<file path="src/rtl/display_pkg.sv">
// Shared types, defaults and small coordinate helpers for the VGA compositor path.
package display_pkg;

    localparam int         H_ACTIVE_DEF  = 640;
    localparam int         V_ACTIVE_DEF  = 480;
    localparam logic [7:0] CUR_COLOR_DEF = 8'hFF;
    localparam logic [7:0] ROI_COLOR_DEF = 8'hE0;
    localparam logic [7:0] BG_COLOR_DEF  = 8'h00;

    typedef logic [9:0] coord_t;

    typedef enum logic [1:0] {
        IDLE = 2'd0,
        DRAG = 2'd1,
        DONE = 2'd2
    } roi_state_t;

    function automatic coord_t coord_min(input coord_t a, input coord_t b);
        coord_min = (a < b) ? a : b;
    endfunction

    function automatic coord_t coord_max(input coord_t a, input coord_t b);
        coord_max = (a > b) ? a : b;
    endfunction

    // Screen coordinate to image-local, clamped into [0, len-1]
    function automatic coord_t clamp_local(input coord_t pos, input coord_t off, input coord_t len);
        coord_t diff;
        diff = pos - off;
        if (pos < off) begin
            clamp_local = 10'd0;
        end else if (diff >= len) begin
            clamp_local = len - 10'd1;
        end else begin
            clamp_local = diff;
        end
    endfunction

endpackage

</file>
<file path="src/rtl/roi_selector.sv">
// Mouse-dragged region-of-interest: button synchroniser, edge detect, cursor clamp
// into image-local space, the IDLE/DRAG/DONE machine and corner sorting.
module roi_selector
    import display_pkg::*;
(
    input  logic       i_clk,
    input  logic       i_rst_n,
    input  logic       i_left_btn,
    input  coord_t     i_cursor_x,
    input  coord_t     i_cursor_y,
    input  coord_t     i_x_off,
    input  coord_t     i_y_off,
    input  coord_t     i_img_w,
    input  coord_t     i_img_h,
    output coord_t     o_roi_x0,
    output coord_t     o_roi_y0,
    output coord_t     o_roi_x1,
    output coord_t     o_roi_y1,
    output logic       o_roi_valid,
    output logic       o_roi_busy,
    output roi_state_t o_state
);

    logic [1:0] r_btn_sync;
    logic       r_btn_d;
    logic       w_rise;
    logic       w_fall;
    coord_t     w_cur_x;
    coord_t     w_cur_y;
    roi_state_t r_state;
    roi_state_t w_state_nxt;
    coord_t     r_anchor_x, r_anchor_y, w_anchor_x_nxt, w_anchor_y_nxt;
    coord_t     r_x0, r_y0, r_x1, r_y1;
    coord_t     w_x0_nxt, w_y0_nxt, w_x1_nxt, w_y1_nxt;
    logic       r_busy, r_valid, w_busy_nxt, w_valid_nxt;

    // Two-flop synchroniser followed by one delay stage for edge detection
    always_ff @(posedge i_clk or negedge i_rst_n) begin
        if (!i_rst_n) begin
            r_btn_sync <= 2'b00;
            r_btn_d    <= 1'b0;
        end else begin
            r_btn_sync <= {r_btn_sync[0], i_left_btn};
            r_btn_d    <= r_btn_sync[1];
        end
    end

    assign w_rise  = r_btn_sync[1] & ~r_btn_d;
    assign w_fall  = ~r_btn_sync[1] & r_btn_d;
    assign w_cur_x = clamp_local(i_cursor_x, i_x_off, i_img_w);
    assign w_cur_y = clamp_local(i_cursor_y, i_y_off, i_img_h);

    // Next state, anchor and sorted corners
    always_comb begin
        w_state_nxt    = r_state;
        w_anchor_x_nxt = r_anchor_x;
        w_anchor_y_nxt = r_anchor_y;
        w_x0_nxt       = r_x0;
        w_y0_nxt       = r_y0;
        w_x1_nxt       = r_x1;
        w_y1_nxt       = r_y1;
        w_busy_nxt     = r_busy;
        w_valid_nxt    = r_valid;
        case (r_state)
            IDLE, DONE: begin
                if (w_rise) begin
                    w_state_nxt    = DRAG;
                    w_anchor_x_nxt = w_cur_x;
                    w_anchor_y_nxt = w_cur_y;
                    w_x0_nxt       = w_cur_x;
                    w_y0_nxt       = w_cur_y;
                    w_x1_nxt       = w_cur_x;
                    w_y1_nxt       = w_cur_y;
                    w_busy_nxt     = 1'b1;
                    w_valid_nxt    = 1'b0;
                end else begin
                    w_state_nxt = r_state;
                end
            end
            DRAG: begin
                w_x0_nxt = coord_min(r_anchor_x, w_cur_x);
                w_x1_nxt = coord_max(r_anchor_x, w_cur_x);
                w_y0_nxt = coord_min(r_anchor_y, w_cur_y);
                w_y1_nxt = coord_max(r_anchor_y, w_cur_y);
                if (w_fall) begin
                    w_state_nxt = DONE;
                    w_busy_nxt  = 1'b0;
                    w_valid_nxt = 1'b1;
                end else begin
                    w_state_nxt = DRAG;
                end
            end
            default: begin
                w_state_nxt = IDLE;
                w_busy_nxt  = 1'b0;
                w_valid_nxt = 1'b0;
            end
        endcase
    end

    // State, anchor and corner registers
    always_ff @(posedge i_clk or negedge i_rst_n) begin
        if (!i_rst_n) begin
            r_state    <= IDLE;
            r_anchor_x <= 10'd0;
            r_anchor_y <= 10'd0;
            r_x0       <= 10'd0;
            r_y0       <= 10'd0;
            r_x1       <= 10'd0;
            r_y1       <= 10'd0;
            r_busy     <= 1'b0;
            r_valid    <= 1'b0;
        end else begin
            r_state    <= w_state_nxt;
            r_anchor_x <= w_anchor_x_nxt;
            r_anchor_y <= w_anchor_y_nxt;
            r_x0       <= w_x0_nxt;
            r_y0       <= w_y0_nxt;
            r_x1       <= w_x1_nxt;
            r_y1       <= w_y1_nxt;
            r_busy     <= w_busy_nxt;
            r_valid    <= w_valid_nxt;
        end
    end

    assign o_roi_x0    = r_x0;
    assign o_roi_y0    = r_y0;
    assign o_roi_x1    = r_x1;
    assign o_roi_y1    = r_y1;
    assign o_roi_valid = r_valid;
    assign o_roi_busy  = r_busy;
    assign o_state     = r_state;

endmodule

</file>
<file path="src/rtl/display_compositor.sv">
// Pixel compositor: centred-image address generation, RAM latency alignment,
// and cursor / ROI outline overlay ahead of the VGA driver.
module display_compositor
    import display_pkg::*;
#(
    parameter int          H_ACTIVE  = H_ACTIVE_DEF,
    parameter int          V_ACTIVE  = V_ACTIVE_DEF,
    parameter int          AW        = 19,
    parameter int          CW        = 8,
    parameter int          RD_LAT    = 1,
    parameter int          CUR_SIZE  = 5,
    parameter logic [CW-1:0] CUR_COLOR = CW'(CUR_COLOR_DEF),
    parameter logic [CW-1:0] ROI_COLOR = CW'(ROI_COLOR_DEF),
    parameter logic [CW-1:0] BG_COLOR  = CW'(BG_COLOR_DEF)
) (
    input  logic          clk_50MHz,
    input  logic          vga_reset,
    input  logic          pix_en,
    input  logic [9:0]    next_x,
    input  logic [9:0]    next_y,
    input  logic [9:0]    img_w,
    input  logic [9:0]    img_h,
    input  logic          display_enable,
    output logic [AW-1:0] fb_rdaddr,
    input  logic [CW-1:0] fb_q,
    input  logic [9:0]    cursor_x,
    input  logic [9:0]    cursor_y,
    input  logic          left_btn,
    output logic [CW-1:0] color_out,
    output logic [9:0]    roi_x0,
    output logic [9:0]    roi_y0,
    output logic [9:0]    roi_x1,
    output logic [9:0]    roi_y1,
    output logic          roi_valid,
    output logic          roi_busy
);

    localparam logic [10:0] H_ACT11 = 11'(H_ACTIVE);
    localparam logic [10:0] V_ACT11 = 11'(V_ACTIVE);
    localparam logic [10:0] CUR11   = 11'(CUR_SIZE);

    coord_t          r_img_w, r_img_h, r_x_off, r_y_off;
    coord_t          w_geo_w, w_geo_h, w_geo_xo, w_geo_yo;
    coord_t          w_new_xo, w_new_yo;
    logic            w_frame_start;
    logic [AW-1:0]   r_row_base, w_row_base_eff;
    logic [10:0]     w_x11, w_y11, w_xe11, w_ye11, w_cxe11, w_cye11;
    logic            w_in_img, w_row_end, w_cur_hit, w_roi_hit, w_on_vert, w_on_horz;
    coord_t          w_lx, w_ly;
    logic [RD_LAT:0] r_img_pipe, r_cur_pipe, r_roi_pipe;
    logic [CW-1:0]   w_color;
    roi_state_t      w_roi_state;

    assign w_frame_start = pix_en && (next_x == 10'd0) && (next_y == 10'd0);
    assign w_new_xo      = 10'((H_ACT11 - {1'b0, img_w}) >> 1);
    assign w_new_yo      = 10'((V_ACT11 - {1'b0, img_h}) >> 1);

    // The frame-start strobe already uses the geometry it is latching
    always_comb begin
        if (w_frame_start) begin
            w_geo_w        = img_w;
            w_geo_h        = img_h;
            w_geo_xo       = w_new_xo;
            w_geo_yo       = w_new_yo;
            w_row_base_eff = {AW{1'b0}};
        end else begin
            w_geo_w        = r_img_w;
            w_geo_h        = r_img_h;
            w_geo_xo       = r_x_off;
            w_geo_yo       = r_y_off;
            w_row_base_eff = r_row_base;
        end
    end

    assign w_x11     = {1'b0, next_x};
    assign w_y11     = {1'b0, next_y};
    assign w_xe11    = {1'b0, w_geo_xo} + {1'b0, w_geo_w};
    assign w_ye11    = {1'b0, w_geo_yo} + {1'b0, w_geo_h};
    assign w_in_img  = (w_x11 >= {1'b0, w_geo_xo}) && (w_x11 < w_xe11) &&
                       (w_y11 >= {1'b0, w_geo_yo}) && (w_y11 < w_ye11);
    assign w_row_end = w_in_img && (w_x11 == (w_xe11 - 11'd1));
    assign w_lx      = next_x - w_geo_xo;
    assign w_ly      = next_y - w_geo_yo;

    // Cursor square is clipped at the visible edge; 11-bit sums avoid wrap to column 0
    assign w_cxe11   = {1'b0, cursor_x} + CUR11;
    assign w_cye11   = {1'b0, cursor_y} + CUR11;
    assign w_cur_hit = (w_x11 < H_ACT11) && (w_y11 < V_ACT11) &&
                       (w_x11 >= {1'b0, cursor_x}) && (w_x11 < w_cxe11) &&
                       (w_y11 >= {1'b0, cursor_y}) && (w_y11 < w_cye11);

    assign w_on_vert = ((w_lx == roi_x0) || (w_lx == roi_x1)) && (w_ly >= roi_y0) && (w_ly <= roi_y1);
    assign w_on_horz = ((w_ly == roi_y0) || (w_ly == roi_y1)) && (w_lx >= roi_x0) && (w_lx <= roi_x1);
    assign w_roi_hit = ((w_roi_state == DRAG) || (w_roi_state == DONE)) && w_in_img &&
                       (w_on_vert || w_on_horz);

    // Overlay priority at the output of the latency-matched pipe
    always_comb begin
        if (r_cur_pipe[RD_LAT]) begin
            w_color = CUR_COLOR;
        end else if (r_roi_pipe[RD_LAT]) begin
            w_color = ROI_COLOR;
        end else if (r_img_pipe[RD_LAT]) begin
            w_color = fb_q;
        end else begin
            w_color = BG_COLOR;
        end
    end

    // Pixel-rate state: geometry, row base, read address, alignment pipe and colour
    always_ff @(posedge clk_50MHz or negedge vga_reset) begin
        if (!vga_reset) begin
            r_img_w    <= 10'(H_ACTIVE);
            r_img_h    <= 10'(V_ACTIVE);
            r_x_off    <= 10'd0;
            r_y_off    <= 10'd0;
            r_row_base <= {AW{1'b0}};
            fb_rdaddr  <= {AW{1'b0}};
            r_img_pipe <= {(RD_LAT+1){1'b0}};
            r_cur_pipe <= {(RD_LAT+1){1'b0}};
            r_roi_pipe <= {(RD_LAT+1){1'b0}};
            color_out  <= BG_COLOR;
        end else if (pix_en) begin
            r_img_w    <= w_geo_w;
            r_img_h    <= w_geo_h;
            r_x_off    <= w_geo_xo;
            r_y_off    <= w_geo_yo;
            r_row_base <= w_row_end ? (w_row_base_eff + AW'(w_geo_w)) : w_row_base_eff;
            fb_rdaddr  <= (w_in_img && display_enable) ? (w_row_base_eff + AW'(w_lx)) : {AW{1'b0}};
            r_img_pipe <= {r_img_pipe[RD_LAT-1:0], w_in_img && display_enable};
            r_cur_pipe <= {r_cur_pipe[RD_LAT-1:0], w_cur_hit};
            r_roi_pipe <= {r_roi_pipe[RD_LAT-1:0], w_roi_hit};
            color_out  <= w_color;
        end
    end

    roi_selector u_roi_selector (
        .i_clk       (clk_50MHz),
        .i_rst_n     (vga_reset),
        .i_left_btn  (left_btn),
        .i_cursor_x  (cursor_x),
        .i_cursor_y  (cursor_y),
        .i_x_off     (r_x_off),
        .i_y_off     (r_y_off),
        .i_img_w     (r_img_w),
        .i_img_h     (r_img_h),
        .o_roi_x0    (roi_x0),
        .o_roi_y0    (roi_y0),
        .o_roi_x1    (roi_x1),
        .o_roi_y1    (roi_y1),
        .o_roi_valid (roi_valid),
        .o_roi_busy  (roi_busy),
        .o_state     (w_roi_state)
    );

endmodule

</file>
<file path="config.mk">
export PLATFORM = sky130hd
export DESIGN_NAME = display_compositor
export DESIGN_NICKNAME = d
export VERILOG_FILES = /design/src/rtl/display_pkg.sv /design/src/rtl/roi_selector.sv /design/src/rtl/display_compositor.sv
export SDC_FILE = /design/constraint.sdc
export NUM_CORES = 1
export LEC_CHECK = 0
export BUFFER_PORTS_ARGS = -buffer_cell sky130_fd_sc_hd__buf_2
export CELL_PAD_IN_SITES_DETAIL_PLACEMENT = 0
export CELL_PAD_IN_SITES_GLOBAL_PLACEMENT = 1
export CORE_ASPECT_RATIO = 1.2
export CORE_MARGIN = 3
export CORE_UTILIZATION = 35
export DETAILED_ROUTE_END_ITERATION = 7
export PLACE_DENSITY_LB_ADDON = 0.08
export SLEW_MARGIN = 40
export SYNTH_ARGS = -nofsm -noshare
export SYNTH_HDL_FRONTEND = slang
export SYNTH_HIERARCHICAL = 1
export SYNTH_SLANG_ARGS = --single-unit
</file>
<file path="constraint.sdc">
create_clock -name clk_50MHz -period 5.36 [get_ports clk_50MHz]
set_clock_uncertainty 0.2 [all_clocks]
set_input_delay 1.072 -clock clk_50MHz [delete_from_list [all_inputs] [get_ports clk_50MHz]]
set_output_delay 1.072 -clock clk_50MHz [all_outputs]
set_load 0.05 [all_outputs]
</file>
Yosys cells after proc, flatten, opt, wreduce, memory -nomap -nowiden
Cells that the tools add are included.

Add/subtract/negate cells: 15. $lt $le $gt $ge: 22. Equal/unequal tests: 9. Mux-type cells: 33. Bitwise operators: 4. Reductions and logical operators: 30.

Operator list (number): $mux 10 (14); $ge 10x10->1 (8); $pmux 10 s2 (4); $mux 19 (3); $lt 10x11->1 (4); $eq 10x10->1 (4); $lt 10x10->1 (4); $sub 10x10->10 (4); $add 19x10->19 (2); $mux 8 (3); $add 10x10->11 (2); $add 10x3->11 const B (2); $gt 10x10->1 (2); $le 10x10->1 (2); $logic_not 10->1 (2); $sub 10x1->10 const B (2); $logic_and 1x1->1 (18); $eq 10x11->1 (1); $sub 10x10->11 const A (1); $sub 11x1->11 const B (1); $sub 9x10->11 const A (1); $lt 10x10->1 const B (1); $lt 10x9->1 const B (1); $reduce_and 2->1 (3); 13 further kinds (24).

Flip-flop bits (word level): 159. Input bits: 73. Output and inout bits: 69. Word-level logic and storage cells: 134.

Logic depth before layout (Yosys ltp)
Depth in word-level cells: 11. Depth in mapped cells: 33. Mapped depth without buffers: 26.

Modules after synthesis
Netlist, hierarchy kept.

By module, submodules not included: display_compositor (times used 1, cells each 1279, area an instance 10460.0 sq um, seq. area each 2309.7 sq um); roi_selector (times used 1, cells each 620, area an instance 5546.6 sq um, seq. area each 1676.6 sq um).

Least setup slack after synthesis
OpenSTA, ideal clock, no wires.

Kind: input to register. Start: in next_x[5]. End: reg r_row_base[14]. Library setup time: 0.119 ns. Data arrival time: 7.050 ns. Required time: 5.041 ns. Path slack: -2.009 ns. Cell stages on the path: 31. Cells stage by stage: clkbuf_1 -> nor4_2 -> and4_1 -> clkbuf_2 -> nand2_1 -> clkbuf_1 -> clkbuf_1 -> clkbuf_1 -> clkbuf_1 -> nand2_1 -> o21ai_0 -> ha_1 -> ha_1 -> or3b_2 -> a21oi_1 -> or3_1 -> and2_1 -> mux2i_1 -> ha_1 -> o21a_1 -> o211ai_1 -> nand3_1 -> a311oi_1 -> nor4_1 -> a311oi_1 -> maj3_1 -> o311a_1 -> nand4_2 -> buf_2 -> o31a_1 -> o21a_1.

Cells in the longest elaborated chain, start to end: 11. Elaborated cells on any way between the ends: 22.

RTL lines: start: declaration (RTL line display_compositor.sv:19) `input logic [9:0] next_x,`; $logic_not 10->1 * (RTL line display_compositor.sv:54) `assign w_frame_start = pix_en && (next_x == 10'd0) && (next_y == 10'd0);`; $logic_and 1x1->1 * (2 in series) (RTL line display_compositor.sv:54); $mux 10 * (RTL line display_compositor.sv:60) `if (w_frame_start) begin`; net w_geo_w[0] (RTL line display_compositor.sv:43) `coord_t w_geo_w, w_geo_h, w_geo_xo, w_geo_yo;`; parallel branches: the longest is 6 deep, another holds $add 10x10->11; $mux 19 * (RTL line display_compositor.sv:128) `r_row_base <= w_row_end ? (w_row_base_eff + AW'(w_geo_w)) : w_row_base_eff;`; end signal: assignment (RTL line display_compositor.sv:117) `r_row_base <= {AW{1'b0}};`; end signal: assignment (RTL line display_compositor.sv:128); end: declaration (RTL line display_compositor.sv:46) `logic [AW-1:0] r_row_base, w_row_base_eff;`.

Mark *: on every way through the listed nets, which the timed path passes. A chain may end at the register's enable or synchronous reset.

Worst setup path in the final report
Start: in next_y[7]. End: reg r_row_base[17].

Cells in the longest elaborated chain, start to end: 10. Elaborated cells on any way between the ends: 21.

RTL lines: start: declaration (RTL line display_compositor.sv:20) `input logic [9:0] next_y,`; $logic_not 10->1 * (RTL line display_compositor.sv:54); $logic_and 1x1->1 * (RTL line display_compositor.sv:54); $mux 10 * (RTL line display_compositor.sv:60); net w_geo_xo[4] (RTL line display_compositor.sv:43); parallel branches: the longest is 5 deep, another holds $add 10x10->11; $logic_and 1x1->1 * (RTL line display_compositor.sv:81) `assign w_row_end = w_in_img && (w_x11 == (w_xe11 - 11'd1));`; $mux 19 * (RTL line display_compositor.sv:128).

Marks and branches as above.

==> reports/summary.txt <==
Placed instance count - 3,076
Cell area after layout - 23,400 µm²
Syn Nets - 2,189
Critical-path top delay cell - or4_4
Worst Path Required - 5.55 ns
Simple-gate share of the synthesized area - 0.169
H-tree lvl count - 4
Final Hold Viols - 0
P_leak - 11.4 nW
Critical Path Most Common Cell - buf_4
DRC violation count after routing - 0
Adder-cell share of the synthesized area - 0.174
Worst R2R Setup Slack - 0.18 ns
Maxcap violations - 0
PD cells - 272 nW/µm²
Drt first pass iters - 5
Critical path endpoint category - flop
Hold Path Origin - u_roi_selector/r_btn_sync[0]$_DFF_PN0_
Slew Viols, Final - 0
Post-route ant nets - 0
Mean Syn Cell Area - 8.43 µm²
Post-synth EDFFs - 0
Mux share of post-synthesis cell area - 0.00899
Most frequent cells in the layout - buf_4, ha_1, inv_1
First-pass GRT wire length - 92.5 mm
Synth area leaders - dfrtp_1, ha_1, xnor2_1
#FFs+latches synth - 159
Dpl hpwl - 49.2 mm
Global-route total usage across every layer - 0.244
Longest Clk Path Bufs - 2
Run status - finished with violations
WS Path Type - in2reg
Unrepaired setup endpoints after global routing - true
Ratio of cells with drive above 1 in the final layout - 0.380
Port bufs - 141
Layout area overhead - 46.4%
Setup TNS - -16.37 ns
Final min period - 5.91 ns
Synth Area in Compound Gates - 0.260
Core area - 45,000 µm²
Setup ws final - -0.549 ns
Non-Filler Instances - 3,165
Reg clk slew, reported paths - 0.07 ns
Maximum clock rate - 169 MHz
Synthesized area - 16,000 µm²
Io pins - 142
Largest net degree at the start of global routing - 97
Synth area leader - dfrtp_1
FF-to-FF End - u_roi_selector/o_roi_x0[2]$_DFFE_PN0P_
Setup crit start kind - input port
Final setup viols - 51
CTS tree - done
FP Rows - 85
CTS sink count - 159
Largest family of logic cells by synthesized area - compound AO/OA/AOI/OAI gates
Die Y - 240 µm
Via count - 16.5k
Tightest Hold Check Type - reg2reg
# nets final - 2,830
Root Driver - clkbuf_16
Fillcell total - 4,312
Initial drt markers - 658
Routed length per placed instance - 19.0 µm
Area share of the largest cell type after synthesis - 0.239
Yosys warns - 6
CP max stage delay - 0.54 ns
Remaining Overflow, GRT - 0
Buffers & Inverters on Critical Path - 9
GPL Wtd Cong - 0.904
Cells after Synth - 1,899
Most common cell after layout, fill and taps aside - buf_4
Die width - 201 µm
Post-synth cell types - 111
Vias in the first global route - 16.4k
Max VDD drop - 0.190 mV
Sequential share of the synthesized area - 0.249
Initial Util - 0.356
Clk_lat worst skew - 0.46 ns
FF-to-FF path depth - 19
Hold Crit Depth - 0
Final worst path period share - 1.10
Worst-margin pin slew - 0.996 ns
Reg2Reg Launch Point - r_x_off[0]$_DFFE_PN0P_
Critical path's top delay family - simple AND/OR/NAND/NOR gates
Slew HR - 0.332
Crit Path Max Fanout - 7
Hold EP - u_roi_selector/r_btn_sync[1]$_DFF_PN0_
Via-per-instance ratio - 5.20
Die Footprint - 48,300 µm²
Failing checks - negative setup slack
Initial antenna violation count - 2
Post-detailed-routing wire length - 60.3 mm
Post-CTS Hold Buffers - 0
Post-synth ARST share - 1.00
Synth Area in XOR/XNOR - 0.0752
Placed inst area - 21,200 µm²
TritonCTS Buffers - 17
Synth Flop Type - dfrtp_1
CP Data Arrival Time - 6.10 ns
[flip-flops by register name, summed over array words and instances (netlist names)]
signal / flops
u_roi_selector/o_roi_x1: 10
u_roi_selector/o_roi_y1: 10
u_roi_selector/r_btn_d: 1
r_img_w: 10
u_roi_selector/o_roi_x0: 10
r_x_off: 10
u_roi_selector/o_roi_busy: 1
u_roi_selector/r_anchor_x: 10
r_row_base: 19
fb_rdaddr: 19
color_out: 8
r_img_h: 10
r_cur_pipe: 2
u_roi_selector/r_btn_sync: 2
r_y_off: 10
u_roi_selector/o_roi_valid: 1
r_roi_pipe: 2
u_roi_selector/o_state: 2
u_roi_selector/r_anchor_y: 10
u_roi_selector/o_roi_y0: 10
r_img_pipe: 2
[stage by stage]
step	total power [mW]	worst slack, ns	hold WS (ns)	util
2_1_floorplan	3.67	-1.27	0.131	-
3_3_place_gp	4.82	-1.35	0.143	0.471
3_5_place_dp	4.86	-1.34	0.143	0.471
4_1_cts	6.19	-0.405	0.170	0.501
5_1_grt	6.79	-0.711	0.179	0.521
6_report	6.36	-0.549	0.161	0.521
[power breakdown]
group | switching [mW] | internal, mW | total (mW)
Sequential | 0.304 | 1.46 | 1.76
Combinational | 2.04 | 1.30 | 3.34
Clock | 0.594 | 0.663 | 1.26
[area by class of cell]
class	instances	area (µm²)	area share
clock buffer	17	425	0.0182
multi-input combinational	1489	12300	0.526
inverter	195	739	0.0316
antenna	3	7.51	0.000320
clock inverter	15	164	0.00700
tap	609	762	0.0325
sequential	159	3990	0.170
timing repair buffer	678	5020	0.214
[synth_stat cells, drive strengths merged, types with 10 or more instances]
cell     count
ha         214
inv        194
nand2      176
dfrtp      153
o21ai      148
a21oi      133
xnor2       98
nor2        83
a21o        43
clkbuf      39
nand4       37
xor2        36
o21a        34
nor3        33
nand3       32
nor2b       29
o31ai       29
nand2b      27
and2        24
o211ai      23
o221ai      22
buf         19
o2bb2ai     18
a22oi       17
a31oi       15
a211oi      14
or2         14
o21bai      13
or4         13
and3        12
mux2i       11
nor4        11
or3         10
[what timing repair did]
| item | CTS | global route |
|---|---|---|
| buffers inserted | 30 | 22 |
| gates cloned | 2 | 3 |
| pin swaps | 53 | 89 |
| endpoints found under the setup margin | 60 | 80 |
| resized for setup | 120 | 144 |
[worst max-delay path by stage]
stage	startpoint	end	cells after the start	slack (ns)
finish	next_y[7]	r_row_base[17]$_DFFE_PN0P_	27	-0.55
global placement	next_y[2]	r_row_base[12]$_DFFE_PN0P_	23	-1.35
global route	next_y[7]	r_row_base[9]$_DFFE_PN0P_	26	-0.71
CTS	next_y[2]	r_row_base[12]$_DFFE_PN0P_	27	-0.40
floorplan	next_x[5]	r_row_base[14]$_DFFE_PN0P_	31	-1.27
detailed placement	next_y[1]	r_row_base[12]$_DFFE_PN0P_	23	-1.34
[cell families after synthesis]
logic type,count (synthesis)
flops,159
xor+xnor,135
simple gates,519
compound gates,597
mux,14
fa+ha+maj,222
buf+inv,253
[routing by layer]
layer  share of wire  global-route usage  routed length [µm]
met3           0.034              0.0288                2030
met4           0.027              0.0698                1620
met1            0.44               0.307               26300
met5               0                   0                   0
met2            0.50               0.442               30300
No activity file was read; power rests on OpenSTA's default activity.
